[config.mk]
export PLATFORM = sky130hd
export DESIGN_NAME = error_recovery_ctrl
export DESIGN_NICKNAME = d
export VERILOG_FILES = /design/src/rtl/err_rec_pkg.sv /design/src/rtl/err_rate_monitor.sv /design/src/rtl/error_recovery_ctrl.sv
export SDC_FILE = /design/constraint.sdc
export NUM_CORES = 1
export LEC_CHECK = 0
export BUFFER_PORTS_ARGS = -buffer_cell sky130_fd_sc_hd__buf_2
export CORE_MARGIN = 3
export CORE_UTILIZATION = 35
export CTS_BUF_LIST = sky130_fd_sc_hd__clkbuf_8
export DETAILED_ROUTE_END_ITERATION = 8
export PLACE_DENSITY = 0.52
export SLEW_MARGIN = 20
export SYNTH_ARGS = -nofsm -noshare
export SYNTH_HDL_FRONTEND = slang
export SYNTH_SLANG_ARGS = --single-unit
[constraint.sdc]
create_clock -name clk -period 1.7 [get_ports clk]
set_input_delay 0.17 -clock clk [delete_from_list [all_inputs] [get_ports clk]]
set_output_delay 0.17 -clock clk [all_outputs]
set_load 0.005 [all_outputs]
[src/rtl/err_rec_pkg.sv]
// Shared FSM encoding and default parameter constants for the error recovery controller.
package err_rec_pkg;

  localparam int unsigned DEF_DATA_WIDTH    = 3;
  localparam int unsigned DEF_REPLAY_CYCLES = 2;
  localparam int unsigned DEF_WINDOW        = 64;
  localparam int unsigned DEF_ERR_THRESH    = 4;
  localparam int unsigned DEF_CNT_W         = 8;

  // Replay down-counter width; REPLAY_CYCLES is limited to 1..15.
  localparam int unsigned REPLAY_CNT_W      = 4;

  typedef enum logic [1:0] {
    ST_IDLE    = 2'd0,
    ST_RESTORE = 2'd1,
    ST_REPLAY  = 2'd2
  } rec_state_e;

endpackage

[src/rtl/err_rate_monitor.sv]
// Windowed error-rate monitor: requests a slower clock when errors cluster,
// hints a speed-up when a full window passes without errors.
module err_rate_monitor
  import err_rec_pkg::*;
#(
  parameter int unsigned WINDOW     = DEF_WINDOW,
  parameter int unsigned ERR_THRESH = DEF_ERR_THRESH
) (
  input  logic clk,
  input  logic rst,
  input  logic err_acc_i,
  input  logic slow_ack_i,
  output logic slow_req_o,
  output logic speed_up_o
);

  localparam int unsigned WIN_W = (WINDOW > 1) ? $clog2(WINDOW) : 1;
  localparam int unsigned ERR_W = $clog2(ERR_THRESH + 1);

  logic [WIN_W-1:0] win_cnt_q, win_cnt_d;
  logic [ERR_W-1:0] win_err_q, win_err_d;
  logic             slow_req_q, slow_req_d;
  logic             speed_up_q, speed_up_d;
  logic             wrap_c;
  logic             err_inc_c;

  assign wrap_c    = (win_cnt_q == WIN_W'(WINDOW - 1));
  assign err_inc_c = err_acc_i && (win_err_q < ERR_W'(ERR_THRESH));

  // Next-state: window advance/wrap, saturating error tally, slow request handshake.
  always_comb begin
    win_cnt_d  = win_cnt_q;
    win_err_d  = win_err_q;
    slow_req_d = slow_req_q;
    speed_up_d = 1'b0;
    if (slow_req_q) begin
      // Window is frozen while the clock manager is being asked to slow down.
      if (slow_ack_i) begin
        slow_req_d = 1'b0;
        win_cnt_d  = '0;
        win_err_d  = '0;
      end else if (err_inc_c) begin
        win_err_d = win_err_q + ERR_W'(1);
      end
    end else begin
      if (win_err_q >= ERR_W'(ERR_THRESH)) begin
        slow_req_d = 1'b1;
      end
      if (wrap_c) begin
        win_cnt_d  = '0;
        speed_up_d = (win_err_q == '0);
        // An error accepted on the wrap edge belongs to the new window.
        win_err_d  = err_acc_i ? ERR_W'(1) : '0;
      end else begin
        win_cnt_d = win_cnt_q + WIN_W'(1);
        if (err_inc_c) begin
          win_err_d = win_err_q + ERR_W'(1);
        end
      end
    end
  end

  // Monitor state registers.
  always_ff @(posedge clk or posedge rst) begin
    if (rst) begin
      win_cnt_q  <= '0;
      win_err_q  <= '0;
      slow_req_q <= 1'b0;
      speed_up_q <= 1'b0;
    end else begin
      win_cnt_q  <= win_cnt_d;
      win_err_q  <= win_err_d;
      slow_req_q <= slow_req_d;
      speed_up_q <= speed_up_d;
    end
  end

  assign slow_req_o = slow_req_q;
  assign speed_up_o = speed_up_q;

endmodule

[src/rtl/error_recovery_ctrl.sv]
// Timing-error recovery controller: restores shadow data, stalls for replay,
// counts accepted errors and drives the clock-rate handshake.
module error_recovery_ctrl
  import err_rec_pkg::*;
#(
  parameter int unsigned DATA_WIDTH    = DEF_DATA_WIDTH,
  parameter int unsigned REPLAY_CYCLES = DEF_REPLAY_CYCLES,
  parameter int unsigned WINDOW        = DEF_WINDOW,
  parameter int unsigned ERR_THRESH    = DEF_ERR_THRESH,
  parameter int unsigned CNT_W         = DEF_CNT_W
) (
  input  logic                  clk,
  input  logic                  rst,
  input  logic                  err_in,
  input  logic [DATA_WIDTH-1:0] shadow_d,
  input  logic                  en,
  input  logic                  slow_ack,
  output logic                  stall,
  output logic                  restore,
  output logic [DATA_WIDTH-1:0] data_out,
  output logic                  slow_req,
  output logic                  speed_up,
  output logic [CNT_W-1:0]      err_cnt,
  output logic                  busy
);

  rec_state_e              state_q;
  logic [REPLAY_CNT_W-1:0] rep_cnt_q;
  logic                    stall_q;
  logic                    restore_q;
  logic                    busy_q;
  logic [DATA_WIDTH-1:0]   data_q;
  logic [CNT_W-1:0]        err_cnt_q;
  logic                    accept_c;

  // Errors are only accepted from IDLE; anything arriving mid-recovery is masked.
  assign accept_c = (state_q == ST_IDLE) && err_in && en;

  // Recovery FSM with registered outputs and saturating total error count.
  always_ff @(posedge clk or posedge rst) begin
    if (rst) begin
      state_q   <= ST_IDLE;
      rep_cnt_q <= '0;
      stall_q   <= 1'b0;
      restore_q <= 1'b0;
      busy_q    <= 1'b0;
      data_q    <= '0;
      err_cnt_q <= '0;
    end else begin
      restore_q <= 1'b0;
      case (state_q)
        ST_IDLE: begin
          data_q <= shadow_d;
          if (accept_c) begin
            state_q   <= ST_RESTORE;
            restore_q <= 1'b1;
            stall_q   <= 1'b1;
            busy_q    <= 1'b1;
            if (err_cnt_q != '1) begin
              err_cnt_q <= err_cnt_q + CNT_W'(1);
            end
          end
        end
        ST_RESTORE: begin
          state_q   <= ST_REPLAY;
          rep_cnt_q <= REPLAY_CNT_W'(REPLAY_CYCLES - 1);
        end
        ST_REPLAY: begin
          if (rep_cnt_q == '0) begin
            state_q <= ST_IDLE;
            stall_q <= 1'b0;
            busy_q  <= 1'b0;
          end else begin
            rep_cnt_q <= rep_cnt_q - REPLAY_CNT_W'(1);
          end
        end
        default: begin
          state_q <= ST_IDLE;
          stall_q <= 1'b0;
          busy_q  <= 1'b0;
        end
      endcase
    end
  end

  err_rate_monitor #(
    .WINDOW     (WINDOW),
    .ERR_THRESH (ERR_THRESH)
  ) u_rate_mon (
    .clk        (clk),
    .rst        (rst),
    .err_acc_i  (accept_c),
    .slow_ack_i (slow_ack),
    .slow_req_o (slow_req),
    .speed_up_o (speed_up)
  );

  assign stall    = stall_q;
  assign restore  = restore_q;
  assign busy     = busy_q;
  assign data_out = data_q;
  assign err_cnt  = err_cnt_q;

endmodule

# Yosys cells after proc, flatten, opt, wreduce, memory -nomap -nowiden
# Index checks and enable logic that the tools add are counted.
[totals] register_bits=30 latchBits=0 ram_bits=0 mem_bits_ro=0 out_inout_bits=16 memories=0
[op_classes] add_sub_neg=4 mul=0 n_div=0 n_lt_le_gt_ge=2 n_eq_ne=8 shifts=0 muxes=23 n_bitwise=1 n_reduce_logical=11
[op_table] cell="$mux 6" n=3
[op_table] cell="$mux 3" n=4
[op_table] cell="$mux 1" n=10
[op_table] cell="$add 8x1->8 const B" n=1
[op_table] cell="$ne 8x8->1 const B" n=1
[op_table] cell="$pmux 4 s2" n=1
[op_table] cell="$add 6x1->6 const B" n=1
[op_table] cell="$eq 6x6->1 const B" n=1
[op_table] cell="$ne 2x2->1 const B" n=3
[op_table] cell="$pmux 2 s3" n=1
[op_table] cell="$reduce_and 3->1" n=2
[op_table] cell="$logic_not 4->1" n=1
[op_table] cell="$mux 2" n=2
[op_table] cell="$mux 4" n=1
[op_table] cell="$reduce_and 2->1" n=2
[op_table] cell="$sub 4x1->4 const B" n=1
[op_table] cell="$add 3x1->3 const B" n=1
[op_table] cell="$ge 3x3->1 const B" n=1
[op_table] cell="$logic_and 1x1->1" n=3
[op_table] cell="$logic_not 3->1" n=1
[op_table] cell="$lt 3x3->1 const B" n=1
[op_table] cell="$pmux 1 s3" n=1
[op_table] cell="$eq 2x1->1 const B" n=1
[op_table] cell="$eq 2x2->1 const B" n=1
[op_table] cell="other kinds (4)" n=4

# Longest topological paths before layout
[depth] ltp_word=7 depth_mapped=5 depth_no_buf=5

# Cells and area by module
# A second synthesis with hierarchy kept.
[hier_totals] hier_cells=140 hier_area_um2=1502.7
[by_module_without_submodules] mod="error_recovery_ctrl" n_inst=1 cells_each=80 area_per_inst_um2=894.6
[by_module_without_submodules] mod="err_rate_monitor" n_inst=1 cells_each=60 area_per_inst_um2=608.1

# Least setup slack after synthesis
# No wires, ideal clock.
[synth_path] kind="reg-to-reg" start="reg err_cnt_q[0] (netlist: err_cnt[0])" end="reg err_cnt_q[1] (netlist: err_cnt[1])" setup_time_ns=0.128 arrival_ns=1.258 slack_ns=0.314 path_stages_with_launch=5 path_buffers=0 period_less_slack_ns=1.386 path_cell_list="dfrtp_1 ha_1 nand3_1 o21ai_2 mux2_1"
[synth_via] elab_chain_cells=2
[synth_lines] element="from (decl)" line_no="error_recovery_ctrl.sv:33" rtl="logic [CNT_W-1:0] err_cnt_q;"
[synth_lines] element="from (signal assigned)" line_no="error_recovery_ctrl.sv:60" rtl="err_cnt_q <= err_cnt_q + CNT_W'(1);"
[synth_lines] element="parallel branches: the longest is 2 deep, another holds $add 8x1->8"
# Parallel ways; which one is timed is not known.
# A chain may end at the register's enable or synchronous reset.

# Worst setup path after layout
# Ends and elaborated chain as after synthesis.

==> qor.csv <==
metric;value;unit
peak fanout along the critical path;6;
reg-to-reg startpoint;err_cnt[0];
row count;23;
HP Class;primary input to flip-flop;
DP Wirelength;2040;um
Setup TNS;0;ns
reg-to-reg endpoint;err_cnt[1];
Tightest Pin Transition;0.413;ns
DR WL/cell;12.9;um
initial antenna violation count;0;
Crit. Startpoint;err_cnt[0];
synth warn;0;
clk sinks;30;
DIE WIDTH;71.2;um
FFs w/ async S/R, synth;100;%
Syn Nets;150;
Fmax achieved;670;MHz
kind of critical path;flip-flop to flip-flop;
htree depth;2;
drt drc;0;
Leak;0.807;nW
most frequent cells in the layout;30 x dfrtp_1, 23 x buf_2, 13 x nand2_1, 11 x o21ai_0, 10 x inv_1;
Syn-to-layout area delta;18.7;%
clk buf depth;2;
Critical Path Sink Type;flip-flop;
DR vias/cell;5.18;
post-CTS setup buffers;0;
# IOs;24;
CP Launch Type;flip-flop;
Setup crit end;err_cnt[1];
cell count after synthesis;137;
slew margin rel.;72.4;%
post-synthesis cell area;1490;um^2
Cell variety after synth;46;
drt total wl;2820;um
Port Buffers;23;
Most used DFF post-synth;dfrtp_1;
vias in the first global route;1063;
# diodes;0;
clock root buffer master;clkbuf_8;
RSZ-0062 raised after global routing;no;
Global Route Usage Sum;11.9;%
die footprint;5070;um^2
sequential share of the synthesized area;50.4;%
# setup viols final;0;
global-route wire length before repair;4750;um
Routed Antenna Nets;0;
CTS tree;built;
Worst Clk Skew;0.00384;ns
pwr dens;1490;nW/um^2
WHS;0.129;ns
post-synthesis average cell area;10.9;um^2
number of fill cells;401;
max_cap viols;0;
period utilization;87.8;%
Hold Startpoint;shadow_d[2];
Final Hold Fails;0;
Initial DRT Pass Iterations;4;
IR drop worst, VDD;760;uV
vias;1135;
# nets final;181;
FF+latch count, synth;30;
Worst EP required;1.86;ns
routability cong.;0.815;
Final Max Slew Viols;0;
Final Critical Period;1.49;ns
R2R cell count;4;
largest net degree at the start of global routing;31;
Starting Density;36.7;%
DR iter-0 viols;39;
number of enable flip-flop cells after synthesis;0;
WP data arrival;1.66;ns
Reg clk slew, reported paths;0.06;ns
total clock buffers created by CTS;5;
height of the die;71.2;um
Remaining Overflow, GRT;0;
R2R Setup Slk;0.21;ns
leading cell type in the layout, fill and taps excluded;dfrtp_1;
layout cells sized above 1;25.4;%
area of the core;4060;um^2
clock latency on the worst-skew pair;0.28;ns
status;finished clean;
## worst min path at each step
stage | endpoint | slack (ns) | cells after the start
finish | data_out[2] | 0.13 | 2
global route | data_out[0] | 0.12 | 2
CTS | data_out[2] | 0.12 | 2
detailed placement | u_rate_mon.speed_up_o | 0.27 | 3
global placement | u_rate_mon.speed_up_o | 0.27 | 3
floorplan | busy | 0.26 | 1
## final cells by class
cell class	count	area [um^2]	area share (%)
Multi-Input combinational cell	94	673	38.1
Timing Repair Buffer	27	148	8.35
Inverter	10	42.5	2.41
Tap cell	50	62.6	3.54
Clock inverter	2	8.76	0.495
Sequential cell	30	751	42.5
Clock buffer	6	82.6	4.67
## worst max-delay path, cell delays in order (launching register included)
cell and delay (ns):
dfrtp_1 0.41, ha_1 0.28, nand3_1 0.16, o21ai_2 0.19, mux2_1 0.33
## synthesized netlist by cell type, drive strengths merged (2+ instances only)
cell type  count  area share [%]
dfrtp         30              50
nand2         13             3.3
o21ai         12             4.3
inv            9             2.3
mux2           7             5.3
ha             5             4.2
nand3          5             2.0
o211ai         5             2.5
a21oi          4             1.3
nand2b         4             1.7
nor2           4             1.0
nand4          3             1.3
nor4           3             1.7
a31oi          2            0.84
and3           2            0.84
buf            2             1.3
mux2i          2             1.3
xnor2          2             1.2
## power by group
group / total [mW] / internal, mW / switching [mW] / leakage (nW)
sequential: 1.23 / 0.957 / 0.270 / 0.382
combinational: 0.838 / 0.426 / 0.412 / 0.372
clock: 0.574 / 0.320 / 0.254 / 0.0524
## logic make-up (layout without fill, tap and decap cells)
| group | after synthesis | in the layout | share of synthesized area (%) |
|---|---|---|---|
| fa+ha+maj | 5 | 5 | 4.20 |
| buf+inv | 13 | 45 | 4.37 |
| mux | 9 | 9 | 6.64 |
| xor+xnor | 3 | 3 | 1.77 |
| flops | 30 | 30 | 50.4 |
| compound gates | 33 | 33 | 14.5 |
| simple gates | 44 | 44 | 18.2 |
## flip-flops by register name, summed over array words and instances (netlist names), 2 cells and up
signal and count:
data_out 3, err_cnt 8, rep_cnt_q 4, state_q 2
u_rate_mon.win_cnt_q 6, u_rate_mon.win_err_q 3
## per-stage QoR
| step | setup WS (ns) | utilization, % | cells | cell area [um^2] | total power, mW |
|---|---|---|---|---|---|
| after detailed placement | 0.211 | 41.1 | 210 | 1670 | 2.09 |
| final | 0.208 | 43.6 | 219 | 1770 | 2.64 |
| after global routing | 0.108 | 43.6 | 219 | 1770 | 2.86 |
| after floorplan | 0.314 | - | 137 | 1490 | 1.79 |
| after CTS | 0.195 | 43.6 | 219 | 1770 | 2.67 |
| after global placement | 0.269 | 41.1 | 210 | 1670 | 2.03 |
## per-layer routing
layer  wire [um]  vias up  GRT usage [%]
li1            -      553              -
met4          51        0           5.01
met2        1190       33           16.9
met3         196        6           5.05
met5           0        -              0
met1        1390      543           16.0
## timing repair
| item | 4_1_cts | 5_1_grt |
|---|---|---|
| hold buffers | 1 | 0 |
| endpoints found under the hold margin | 30 | 0 |
| gates resized for setup | 0 | 0 |
No activity file was read; power rests on OpenSTA's default activity.
